===== config.mk =====
export PLATFORM = sky130hd
export DESIGN_NAME = detector_jogada
export DESIGN_NICKNAME = d
export VERILOG_FILES = /design/src/rtl/detector_jogada.sv
export SDC_FILE = /design/constraint.sdc
export NUM_CORES = 1
export LEC_CHECK = 0
export ABC_AREA = 1
export BUFFER_PORTS_ARGS = -buffer_cell sky130_fd_sc_hd__buf_2
export CAP_MARGIN = 20
export CELL_PAD_IN_SITES_DETAIL_PLACEMENT = 0
export CELL_PAD_IN_SITES_GLOBAL_PLACEMENT = 1
export CORE_MARGIN = 2
export CORE_UTILIZATION = 39
export CTS_CLUSTER_SIZE = 16
export DETAILED_ROUTE_END_ITERATION = 10
export PLACE_DENSITY_LB_ADDON = 0.1
export SYNTH_ARGS = -nofsm -noshare
export SYNTH_HDL_FRONTEND = slang
export SYNTH_SLANG_ARGS = --single-unit

===== constraint.sdc =====
create_clock -name clock -period 1.2 [get_ports clock]
set_clock_uncertainty 0.05 [all_clocks]
set_input_delay 0.24 -clock clock [delete_from_list [all_inputs] [get_ports clock]]
set_output_delay 0.24 -clock clock [all_outputs]
set_load 0.01 [all_outputs]

===== src/rtl/detector_jogada.sv =====
// Player-button front end: 2-flop synchronizer, stability debounce, and a
// press/evaluate/hold FSM that emits one play per press. `MULTI_PRESS_ERROR_EN
// enables the jogada_invalida pulse for stable multi-button presses.
module detector_jogada #(
    parameter int DEBOUNCE_CYCLES = 20
) (
    input  logic       clock,
    input  logic       reset,
    input  logic [3:0] botoes,
    input  logic       habilita,
    output logic [3:0] jogada,
    output logic       tem_jogada,
    output logic       jogada_invalida,
    output logic [1:0] db_estado
);

    typedef enum logic [1:0] {
        ESPERA = 2'd0,
        AVALIA = 2'd1,
        SEGURA = 2'd2
    } estado_t;

    localparam logic [7:0] CNT_MAX = 8'(DEBOUNCE_CYCLES - 1);

    logic [3:0] sync1_q, sync2_q;
    logic [3:0] cand_q, cand_d;
    logic [7:0] cnt_q, cnt_d;
    logic [3:0] deb_q, deb_d;
    logic [3:0] jogada_q, jogada_d;
    estado_t    estado_q, estado_d;
    logic       tem_jogada_d, jogada_invalida_d;
    logic       one_hot;

    // Candidate restarts the count on any change; counter saturates at CNT_MAX.
    always_comb begin
        cand_d = cand_q;
        cnt_d  = cnt_q;
        deb_d  = deb_q;
        if (sync2_q != cand_q) begin
            cand_d = sync2_q;
            cnt_d  = '0;
        end else if (cnt_q == CNT_MAX) begin
            deb_d = cand_q;
        end else begin
            cnt_d = cnt_q + 8'd1;
        end
    end

    assign one_hot = (deb_q != 4'd0) && ((deb_q & (deb_q - 4'd1)) == 4'd0);

    always_comb begin
        estado_d          = estado_q;
        jogada_d          = jogada_q;
        tem_jogada_d      = 1'b0;
        jogada_invalida_d = 1'b0;
        case (estado_q)
            ESPERA: if (deb_q != 4'd0) estado_d = AVALIA;
            AVALIA: begin
                estado_d = SEGURA;
                if (habilita && one_hot) begin
                    jogada_d     = deb_q;
                    tem_jogada_d = 1'b1;
                end
`ifdef MULTI_PRESS_ERROR_EN
                else if (habilita && deb_q != 4'd0) begin
                    jogada_invalida_d = 1'b1;
                end
`endif
            end
            SEGURA: if (deb_q == 4'd0) estado_d = ESPERA;
            default: estado_d = ESPERA;
        endcase
    end

    always_ff @(posedge clock or negedge reset) begin
        if (!reset) begin
            sync1_q  <= '0;
            sync2_q  <= '0;
            cand_q   <= '0;
            cnt_q    <= '0;
            deb_q    <= '0;
            jogada_q <= '0;
            estado_q <= ESPERA;
        end else begin
            sync1_q  <= botoes;
            sync2_q  <= sync1_q;
            cand_q   <= cand_d;
            cnt_q    <= cnt_d;
            deb_q    <= deb_d;
            jogada_q <= jogada_d;
            estado_q <= estado_d;
        end
    end

    assign jogada          = jogada_q;
    assign tem_jogada      = tem_jogada_d;
    assign jogada_invalida = jogada_invalida_d;
    assign db_estado       = estado_q;

endmodule


==> results.sh, run 1 <==
export IMPL_max_cap_violations=0
export IMPL_hold_viol_final=0
export IMPL_hpwl_mm=1.72
export IMPL_fillCellCount=323
export IMPL_yosysSeqAreaShare=0.567
export IMPL_rsz0062_at_grt="yes"
export IMPL_stdcell_count=236
export IMPL_die_y_um=62.3
export IMPL_ys_ff_latch=30
export IMPL_netlist_area_mm2=0.00132
export IMPL_hp_class="in -> async"
export IMPL_critPathLaunchType="flop"
export IMPL_synth_simple_area_share=0.325
export IMPL_place_inst=216
export IMPL_drc_errors=0
export IMPL_initial_utilization=0.400
export IMPL_drive_gt1_frac=0.426
export IMPL_synth_nets=154
export IMPL_core_mm2=0.00331
export IMPL_r2r_end="deb_q[1]"
export IMPL_die_w_um=62.3
export IMPL_cts_root_buf="clkbuf_4"
export IMPL_rr_startpoint="cnt_q[0]"
export IMPL_clk_latency_ns=0.33
export IMPL_clockBufferDepth=2
export IMPL_yosysUniqueCellTypes=24
export IMPL_synth_top_family_by_area="simple AND/OR/NAND/NOR gates"
export IMPL_async_flop_share=1.00
export IMPL_clock_sinks=30
export IMPL_syn_inst=146
export IMPL_setup_viol=11
export IMPL_post_drt_via_cell_ratio=4.27
export IMPL_ir_drop_uv=663
export IMPL_fin_total_pwr_mw=1.79
export IMPL_firstDrtPassIters=3
export IMPL_crit_arrival_ns=1.24
export IMPL_ant_nets=0
export IMPL_antenna_found_initial=0
export IMPL_critPathKind="reg -> out"
export IMPL_regToRegSetupSlack_ns=-0.10
export IMPL_die_area_mm2=0.00388
export IMPL_drtIter0Drc=31
export IMPL_boundaryPins=15
export IMPL_synth_top_cells_by_area="dfrtp_1, nand2_1, inv_1"
export IMPL_synth_top_area_share=0.567
export IMPL_period_needed_ns=1.53
export IMPL_synth_main_ff_cell="dfrtp_1"
export IMPL_cts_tree="yes"
export IMPL_drv_slew=0
export IMPL_synth_compound_area_frac=0.0113
export IMPL_synthMuxAreaShare=0
export IMPL_track_usage=0.150
export IMPL_num_vias=1008
export IMPL_min_period_over_period=1.27
export IMPL_yosys_area_share_adder=0.00945
export IMPL_yosys_area_share_xor_xnor=0.0132
export IMPL_clkTransAtPathRegs_ns=0.10
export IMPL_first_global_vias=1065
export IMPL_place_congestion=0.740
export IMPL_powerDensity_mw_per_mm2=973
export IMPL_port_buffers=13
export IMPL_postLayoutSetupSlackWorst_ns=-0.329
export IMPL_insertedDiodeCount=0
export IMPL_ys_warn_count=0
export IMPL_grt_max_degree=18
export IMPL_synth_top_cell_by_area="dfrtp_1"
export IMPL_max_freq_mhz=654
export IMPL_layout_common_cells="nand2_1, dfrtp_1, buf_4, inv_1, buf_2"
export IMPL_cts_inserted_buffers=5
export IMPL_status="finished, violations left"
export IMPL_cp_end_kind="primary output"
export IMPL_grt_pass1_wl_mm=4.45
export IMPL_avgSynthCellArea_um2=9.07
export IMPL_h_tree_depth=2
export IMPL_required_ns=0.91
export IMPL_nets=197
export IMPL_synth_edf_count=0
export IMPL_final_common_cell="nand2_1"
export IMPL_totalWireLength_mm=2.51
export IMPL_wire_per_inst_um=10.6
export IMPL_rows=21
export IMPL_reg2reg_depth=8
export IMPL_violations="negative setup slack"
export IMPL_area_growth_pct=39.0
export IMPL_path_max_fanout=3
export IMPL_p_leak_nw=0.936
export IMPL_grt_overflow_total=0
## cell families after synthesis
kind of cell	count (synthesis)
buf+inv	24
other cells	1
flops	30
simple gates	85
compound gates	3
xor+xnor	2
fa+ha+maj	1
## worst max-delay path: stages (launching register included)
cell and delay [ns]:
dfrtp_1 0.42, nor2_2 0.12, inv_1 0.04, nand2_1 0.07, nand3_2 0.09, inv_2 0.07
buf_6 0.09
## area by class of cell
| cell class | count | area, um^2 | area share |
|---|---|---|---|
| sequential | 30 | 751 | 0.408 |
| clock buffer | 7 | 55.1 | 0.0299 |
| timing repair buffer | 40 | 309 | 0.168 |
| multi-input combinational | 93 | 591 | 0.321 |
| clock inverter | 1 | 5.00 | 0.00272 |
| tap | 46 | 57.6 | 0.0313 |
| inverter | 19 | 72.6 | 0.0394 |
## worst max path at each step
stage / to / startpoint / cells past startpoint / slack (ns)
final: tem_jogada / deb_q[3] / 6 / -0.33
after detailed placement: deb_q[1] / cnt_q[0] / 8 / -0.09
after global routing: tem_jogada / db_estado[1] / 6 / -0.44
after CTS: tem_jogada / db_estado[1] / 6 / -0.36
after global placement: deb_q[0] / cnt_q[0] / 8 / -0.03
after floorplan: deb_q[0] / cnt_q[0] / 8 / -0.06
## synth_stat cells (2+ instances only)
cell type   n
nand4_1     5
dfrtp_1    30
nor3_2      3
clkbuf_1    4
nand2_1    51
inv_1      17
a21oi_1     2
nand3_1     3
nand3_2     3
nor2_1     11
nand2_2     2
nor2_4      3
## layer usage
layer / vias up / routed length, um / global-route usage / part of all wire
met2: 16 / 1280 / 0.253 / 0.51
met5: - / 0 / 0 / 0
met4: 0 / 45 / 0.0583 / 0.018
met3: 4 / 102 / 0.0543 / 0.041
met1: 463 / 1090 / 0.173 / 0.43
li1: 525 / - / - / -
## sequential cells by signal, summed over array words and instances, names as in the netlist
signal / cells
cand_q: 4
cnt_q: 8
db_estado: 2
deb_q: 4
jogada: 4
sync1_q: 4
sync2_q: 4
## repair_timing
item	4_1_cts	5_1_grt
cloned	1	0
pin swaps	4	14
hold buffers	5	0
endpoints found under the setup margin	9	19
gates resized for setup	7	21
endpoints found under the hold margin	17	0
setup buffers	4	4
## through the flow
stage	worst slack, ns	area, um^2	utilization	hold WS, ns	setup TNS, ns
finish	-0.329	1840	0.556	0.289	-0.936
global route	-0.439	1840	0.556	0.286	-2.32
floorplan	-0.0586	1340	-	-0.106	-0.237
CTS	-0.364	1760	0.533	0.284	-0.986
detailed placement	-0.0862	1570	0.474	0.122	-0.382
global placement	-0.0323	1570	0.474	0.111	-0.124
## power by group
| part | leakage (nW) | internal [mW] | switching, mW |
|---|---|---|---|
| clock network | 0.0353 | 0.283 | 0.330 |
| logic | 0.509 | 0.0522 | 0.0766 |
| registers | 0.391 | 1.03 | 0.0152 |
No activity file was read; power rests on OpenSTA's default activity.
==> inputs of run 2 (changes only) <==
ABC_AREA = 0   (was 1)
CORE_UTILIZATION = 40   (was 39)
==> run 2 against run 1 <==
Against the previous run:
- largest power group unchanged
- cell count fell by 9.3%
- critical path depth is 3 lower
- worst setup slack got worse by 0.40 ns
- sequential power barely moved
- register-to-register slack got worse by 0.63 ns
- combinational power fell by 31%
- sequential cell count did not move
- clock power up 3.7%
- the run still ends with negative setup slack left
- utilization increased by 11 points
- area after synthesis down 1.4%
- highest routed layer unchanged
==> results.sh, run 2 <==
export IMPL_status="finished, violations left"
export IMPL_violations="negative setup slack"
export IMPL_netlist_area_mm2=0.00131
export IMPL_p_sw_frac=0.231
export IMPL_powerDensity_mw_per_mm2=869
export IMPL_p_seq_frac=0.590
export IMPL_drtIter0Drc=31
export IMPL_grt_max_degree=31
export IMPL_clockBufferDepth=2
export IMPL_die_area_mm2=0.00374
export IMPL_switching_power_mw=0.410
export IMPL_drive_gt1_frac=0.582
export IMPL_track_usage=0.165
export IMPL_synth_main_ff_cell="dfrtp_1"
export IMPL_layout_common_cells="buf_4, dfrtp_1, buf_6, buf_2"
export IMPL_firstDrtPassIters=2
export IMPL_core_mm2=0.00308
export IMPL_place_inst=188
export IMPL_h_tree_depth=2
export IMPL_critPathKind="reg -> reg"
export IMPL_ys_ff_latch=30
export IMPL_first_global_vias=980
export IMPL_cts_root_buf="clkbuf_4"
export IMPL_grt_overflow_total=0
export IMPL_regMostFlops="cnt_q"
export IMPL_power_internal_mw=1.36
export IMPL_totalWireLength_mm=2.61
export IMPL_rr_startpoint="cnt_q[2]"
export IMPL_rsz0062_at_grt="yes"
export IMPL_setup_viol=16
export IMPL_drc_errors=0
export IMPL_wire_per_inst_um=12.2
export IMPL_yosysUniqueCellTypes=29
export IMPL_min_period_over_period=1.60
export IMPL_synth_most_common_cell="dfrtp_1"
export IMPL_synth_nets=118
export IMPL_hpwl_mm=1.59
export IMPL_synth_edf_count=0
export IMPL_dp_slack_ns=-0.727
export IMPL_boundaryPins=15
export IMPL_initial_utilization=0.424
export IMPL_crit_arrival_ns=2.09
export IMPL_required_ns=1.37
export IMPL_async_flop_share=1.00
export IMPL_insertedDiodeCount=0
export IMPL_stdcell_count=214
export IMPL_clkTransAtPathRegs_ns=0.10
export IMPL_rows=20
export IMPL_p_leak_nw=0.985
export IMPL_area_growth_pct=56.1
export IMPL_grt_pass1_wl_mm=4.24
export IMPL_die_w_um=61.1
export IMPL_cts_inserted_buffers=5
export IMPL_nets=177
export IMPL_post_drt_via_cell_ratio=4.66
export IMPL_critPathLaunch="cnt_q[2]"
export IMPL_hold_viol_final=0
export IMPL_synth_top_cell_by_area="dfrtp_1"
export IMPL_p_comb_frac=0.050
export IMPL_port_buffers=13
export IMPL_drv_slew=0
export IMPL_ant_nets=0
export IMPL_hp_class="reg -> reg"
export IMPL_period_needed_ns=1.93
export IMPL_place_congestion=0.797
export IMPL_synth_top_cells_by_area="dfrtp_1, xnor2_1, xor2_1"
export IMPL_antenna_found_initial=0
export IMPL_clk_latency_ns=0.32
export IMPL_final_common_cell="buf_4"
export IMPL_ir_drop_uv=694
export IMPL_clkPwrFrac=0.360
export IMPL_max_cap_violations=0
export IMPL_path_max_fanout=4
export IMPL_cp_end_kind="flop"
export IMPL_holdCritStartpoint="sync1_q[1]"
export IMPL_cts_tree="yes"
export IMPL_critPathLaunchType="flop"
export IMPL_syn_inst=110
export IMPL_yosysSeqAreaShare=0.575
export IMPL_avgSynthCellArea_um2=11.9
export IMPL_die_y_um=61.1
export IMPL_ys_warn_count=0
export IMPL_synth_top_area_share=0.575
export IMPL_largest_reg_flops=8
export IMPL_clock_sinks=30
export IMPL_max_freq_mhz=519
export IMPL_num_vias=997
export IMPL_postLayoutSetupSlackWorst_ns=-0.725
export IMPL_ys_top_cells_by_count="dfrtp_1, nor2_1, clkbuf_1"
-- run 2: timing repair --
action	in CTS	in global routing
hold endpoints to repair	34	0
buffers inserted	11	6
endpoints found under the setup margin	17	23
hold buffers	5	0
pin swaps	15	16
resized for setup	26	24
-- run 2: worst paths after layout --
path / slack, ns / depth (start not counted) / to
hold reg to reg: 0.30 / 0 / sync2_q[1]
hold / removal: 0.30 / 0 / sync2_q[1]
max in group asynchronous: 0.41 / 3 / deb_q[0]
min in group asynchronous: 0.39 / 3 / jogada[1]
setup / recovery: -0.73 / 3 / deb_q[0]
setup reg to reg: -0.73 / 3 / deb_q[0]
-- run 2: cell families (layout without fill, tap and decap cells) --
logic type	Yosys count	in the layout	synth area share
buffers and inverters	10	70	0.0374
AO/OA/AOI/OAI	11	11	0.0604
adder cells (fa/ha/maj)	1	1	0.00959
flip-flops	30	30	0.575
AND/OR/NAND/NOR	35	35	0.142
XOR/XNOR	14	14	0.0940
other	1	1	0.00287
multiplexers	8	8	0.0786
-- run 2: power by group through the flow --
stage	clock network [mW]	logic, mW	registers [mW]
global route	0.726	0.0993	1.05
global placement	0	0.0708	1.06
floorplan	0	0.0264	1.06
detailed placement	0	0.0726	1.06
finish	0.637	0.0888	1.04
CTS	0.683	0.0858	1.05
-- run 2: final cells by class --
cell class / count / area, um^2
fill: 247 / 1040
sequential: 30 / 754
multi-input combinational: 70 / 647
timing repair buffer: 62 / 517
tap: 44 / 55.1
clock buffer: 6 / 51.3
clock inverter: 2 / 12.5
-- run 2: critical path, cell delays in order, from the launching register on --
cell and delay, ns:
dfrtp_1 0.38, or4_4 0.53, or4_4 0.55, mux2_4 0.32
-- run 2: layer usage --
metal / up-vias / global-route usage / part of all wire / wire length, um
li1: 493 / - / - / -
met2: 16 / 0.293 / 0.53 / 1380
met1: 484 / 0.178 / 0.43 / 1110
met5: - / 0 / 0 / 0
met3: 4 / 0.0567 / 0.031 / 80
met4: 0 / 0.0652 / 0.012 / 30
-- run 2: metrics by stage --
stage / setup TNS [ns] / cell area (um^2) / power, mW / utilization / hold WS [ns]
finish: -6.65 / 2040 / 1.77 / 0.662 / 0.296
global route: -7.58 / 2040 / 1.87 / 0.662 / 0.319
CTS: -6.35 / 1910 / 1.81 / 0.620 / 0.305
detailed placement: -5.21 / 1630 / 1.14 / 0.528 / 0.224
global placement: -5.03 / 1630 / 1.13 / 0.528 / 0.216
floorplan: -5.27 / 1340 / 1.09 / - / -0.106
==> inputs of run 3 (changes only) <==
SETUP_SLACK_MARGIN = 0.2   (was not set)
==> run 3 against run 2 <==
Against the previous run:
- the run still ends with negative setup slack left
- register-to-register slack hardly changed
- clock-buffer cell count unchanged
- first-iteration DRC count down 19%
- hold slack lost 0.0030 ns
- maximum frequency fell by 0.30%
- critical path depth stayed put
- clock power is 2% higher
- largest power group unchanged
- highest routed layer unchanged
==> results.sh, run 3 (synthesis gave the netlist of run 2 again) <==
export IMPL_status="finished, violations left"
export IMPL_violations="negative setup slack"
export IMPL_grt_pass1_wl_mm=4.14
export IMPL_slowest_stage="or4_4"
export IMPL_rows=20
export IMPL_cp_end_kind="flop"
export IMPL_path_max_fanout=4
export IMPL_clockBufferDepth=2
export IMPL_power_internal_mw=1.37
export IMPL_fillCellCount=247
export IMPL_setup_viol=18
export IMPL_multi_input_area_um2=642
export IMPL_critPathLaunchType="flop"
export IMPL_drtIter0Drc=25
export IMPL_drc_errors=0
export IMPL_finish_utilization=0.659
export IMPL_required_ns=1.37
export IMPL_first_global_vias=989
export IMPL_p_leak_nw=0.973
export IMPL_grt_overflow_total=0
export IMPL_place_congestion=0.817
export IMPL_max_cap_violations=0
export IMPL_met2_usage=0.298
export IMPL_hpwl_mm=1.57
export IMPL_powerDensity_mw_per_mm2=882
export IMPL_critPathLaunch="cnt_q[2]"
export IMPL_clk_latency_ns=0.32
export IMPL_layout_common_cells="dfrtp_1, buf_4, buf_6, buf_2"
export IMPL_max_stage_delay_ns=0.55
export IMPL_r2r_end="deb_q[0]"
export IMPL_crit_arrival_ns=2.10
export IMPL_clkTransAtPathRegs_ns=0.10
export IMPL_max_freq_mhz=518
export IMPL_insertedDiodeCount=0
export IMPL_grtUsageMet3=0.0504
export IMPL_clkPwrFrac=0.363
export IMPL_top_usage_layer="met2"
export IMPL_grt_max_degree=31
export IMPL_ir_drop_uv=846
export IMPL_cts_root_buf="clkbuf_4"
export IMPL_cts_tree="yes"
export IMPL_period_needed_ns=1.93
export IMPL_area_growth_pct=55.5
export IMPL_core_mm2=0.00308
export IMPL_critPathKind="reg -> reg"
export IMPL_firstDrtPassIters=6
export IMPL_die_w_um=61.1
export IMPL_switching_power_mw=0.423
export IMPL_final_common_cell="dfrtp_1"
export IMPL_h_tree_depth=2
export IMPL_num_vias=973
export IMPL_drv_slew=0
export IMPL_die_y_um=61.1
export IMPL_post_drt_via_cell_ratio=4.57
export IMPL_nets=176
export IMPL_port_buffers=13
export IMPL_rr_startpoint="cnt_q[2]"
export IMPL_drive_gt1_frac=0.574
export IMPL_p_seq_frac=0.584
export IMPL_crit_path_end="deb_q[0]"
export IMPL_path_cells="or4_4 > or4_4 > mux2_4"
export IMPL_critical_path_buf_inv_count=0
export IMPL_clock_sinks=30
export IMPL_fin_area_mm2=0.00203
export IMPL_wire_per_inst_um=12.4
export IMPL_fin_total_pwr_mw=1.79
export IMPL_place_area_mm2=0.00161
export IMPL_cpMostUsedCell="or4_4"
export IMPL_ant_nets=0
export IMPL_regToRegSetupSlack_ns=-0.73
export IMPL_cp_depth=3
export IMPL_hold_viol_final=0
export IMPL_min_period_over_period=1.61
export IMPL_largest_reg_flops=8
export IMPL_totalWireLength_mm=2.64
export IMPL_postLayoutSetupSlackWorst_ns=-0.731
export IMPL_track_usage=0.158
export IMPL_cp_top_family="simple AND/OR/NAND/NOR gates"
export IMPL_seq_area_um2=752
export IMPL_rsz0062_at_grt="yes"
export IMPL_boundaryPins=15
export IMPL_hp_class="reg -> reg"
export IMPL_antenna_found_initial=0
export IMPL_cts_inserted_buffers=5
export IMPL_p_sw_frac=0.236
export IMPL_p_comb_frac=0.053
export IMPL_regMostFlops="cnt_q"
export IMPL_die_area_mm2=0.00374
export IMPL_met1_usage=0.162
export IMPL_reg2reg_depth=3
export IMPL_initial_utilization=0.424
-- run 3: cell types whose count changed in the layout (fill, tap and decap cells not counted), moves of 2 or more --
cell,delta
buf_4,-3
dfrtp_2,-2
dfrtp_1,+2
buf_6,+2
nand3_1,-2
nand3_2,+2
-- run 3: stage by stage --
step	worst slack [ns]	setup TNS (ns)	hold WS [ns]	cells
after detailed placement	-0.723	-4.92	0.221	185
after global placement	-0.713	-4.76	0.214	185
after global routing	-0.770	-7.39	0.316	213
final	-0.731	-6.35	0.293	213
after CTS	-0.729	-6.18	0.300	210
after floorplan	-0.785	-5.27	-0.106	110
-- run 3: power groups by stage --
stage	registers, mW	clock network [mW]	logic [mW]
floorplan	1.06	0	0.0266
global placement	1.06	0	0.0711
detailed placement	1.06	0	0.0724
CTS	1.04	0.672	0.0919
global route	1.05	0.711	0.108
finish	1.04	0.650	0.0954
-- run 3: worst min-delay path by stage --
stage | start | to | slack (ns) | depth (start not counted)
2_1_floorplan | reset | cand_q[0] | -0.11 | 0
3_3_place_gp | reset | cnt_q[1] | 0.21 | 2
3_5_place_dp | reset | cnt_q[1] | 0.22 | 2
4_1_cts | sync1_q[1] | sync2_q[1] | 0.30 | 0
5_1_grt | sync1_q[2] | sync2_q[2] | 0.32 | 0
6_report | sync1_q[1] | sync2_q[1] | 0.29 | 0
-- run 3: cell type report --
type,instances,share of cell area
flip-flops and latches,30,0.371
multi-input cells,70,0.316
repair buffers,61,0.255
well taps,44,0.0271
clock buffers,6,0.0253
clock inverters,2,0.00617
-- run 3: repair_timing --
action,4_1_cts,5_1_grt
pin swaps,16,7
endpoints found under the setup margin,25,25
setup buffers,12,3
endpoints found under the hold margin,34,0
hold buffers,5,0
gates resized for setup,29,14
-- run 3: per-layer routing --
layer	wire length, um	vias up
li1	-	488
met5	0	-
met3	97	2
met2	1390	16
met1	1130	467
met4	19	0
-- run 3: worst reg2reg max path, stage by stage (launching register included) --
cell and delay, ns:
dfrtp_1 0.38, or4_4 0.53, or4_4 0.55, mux2_4 0.32
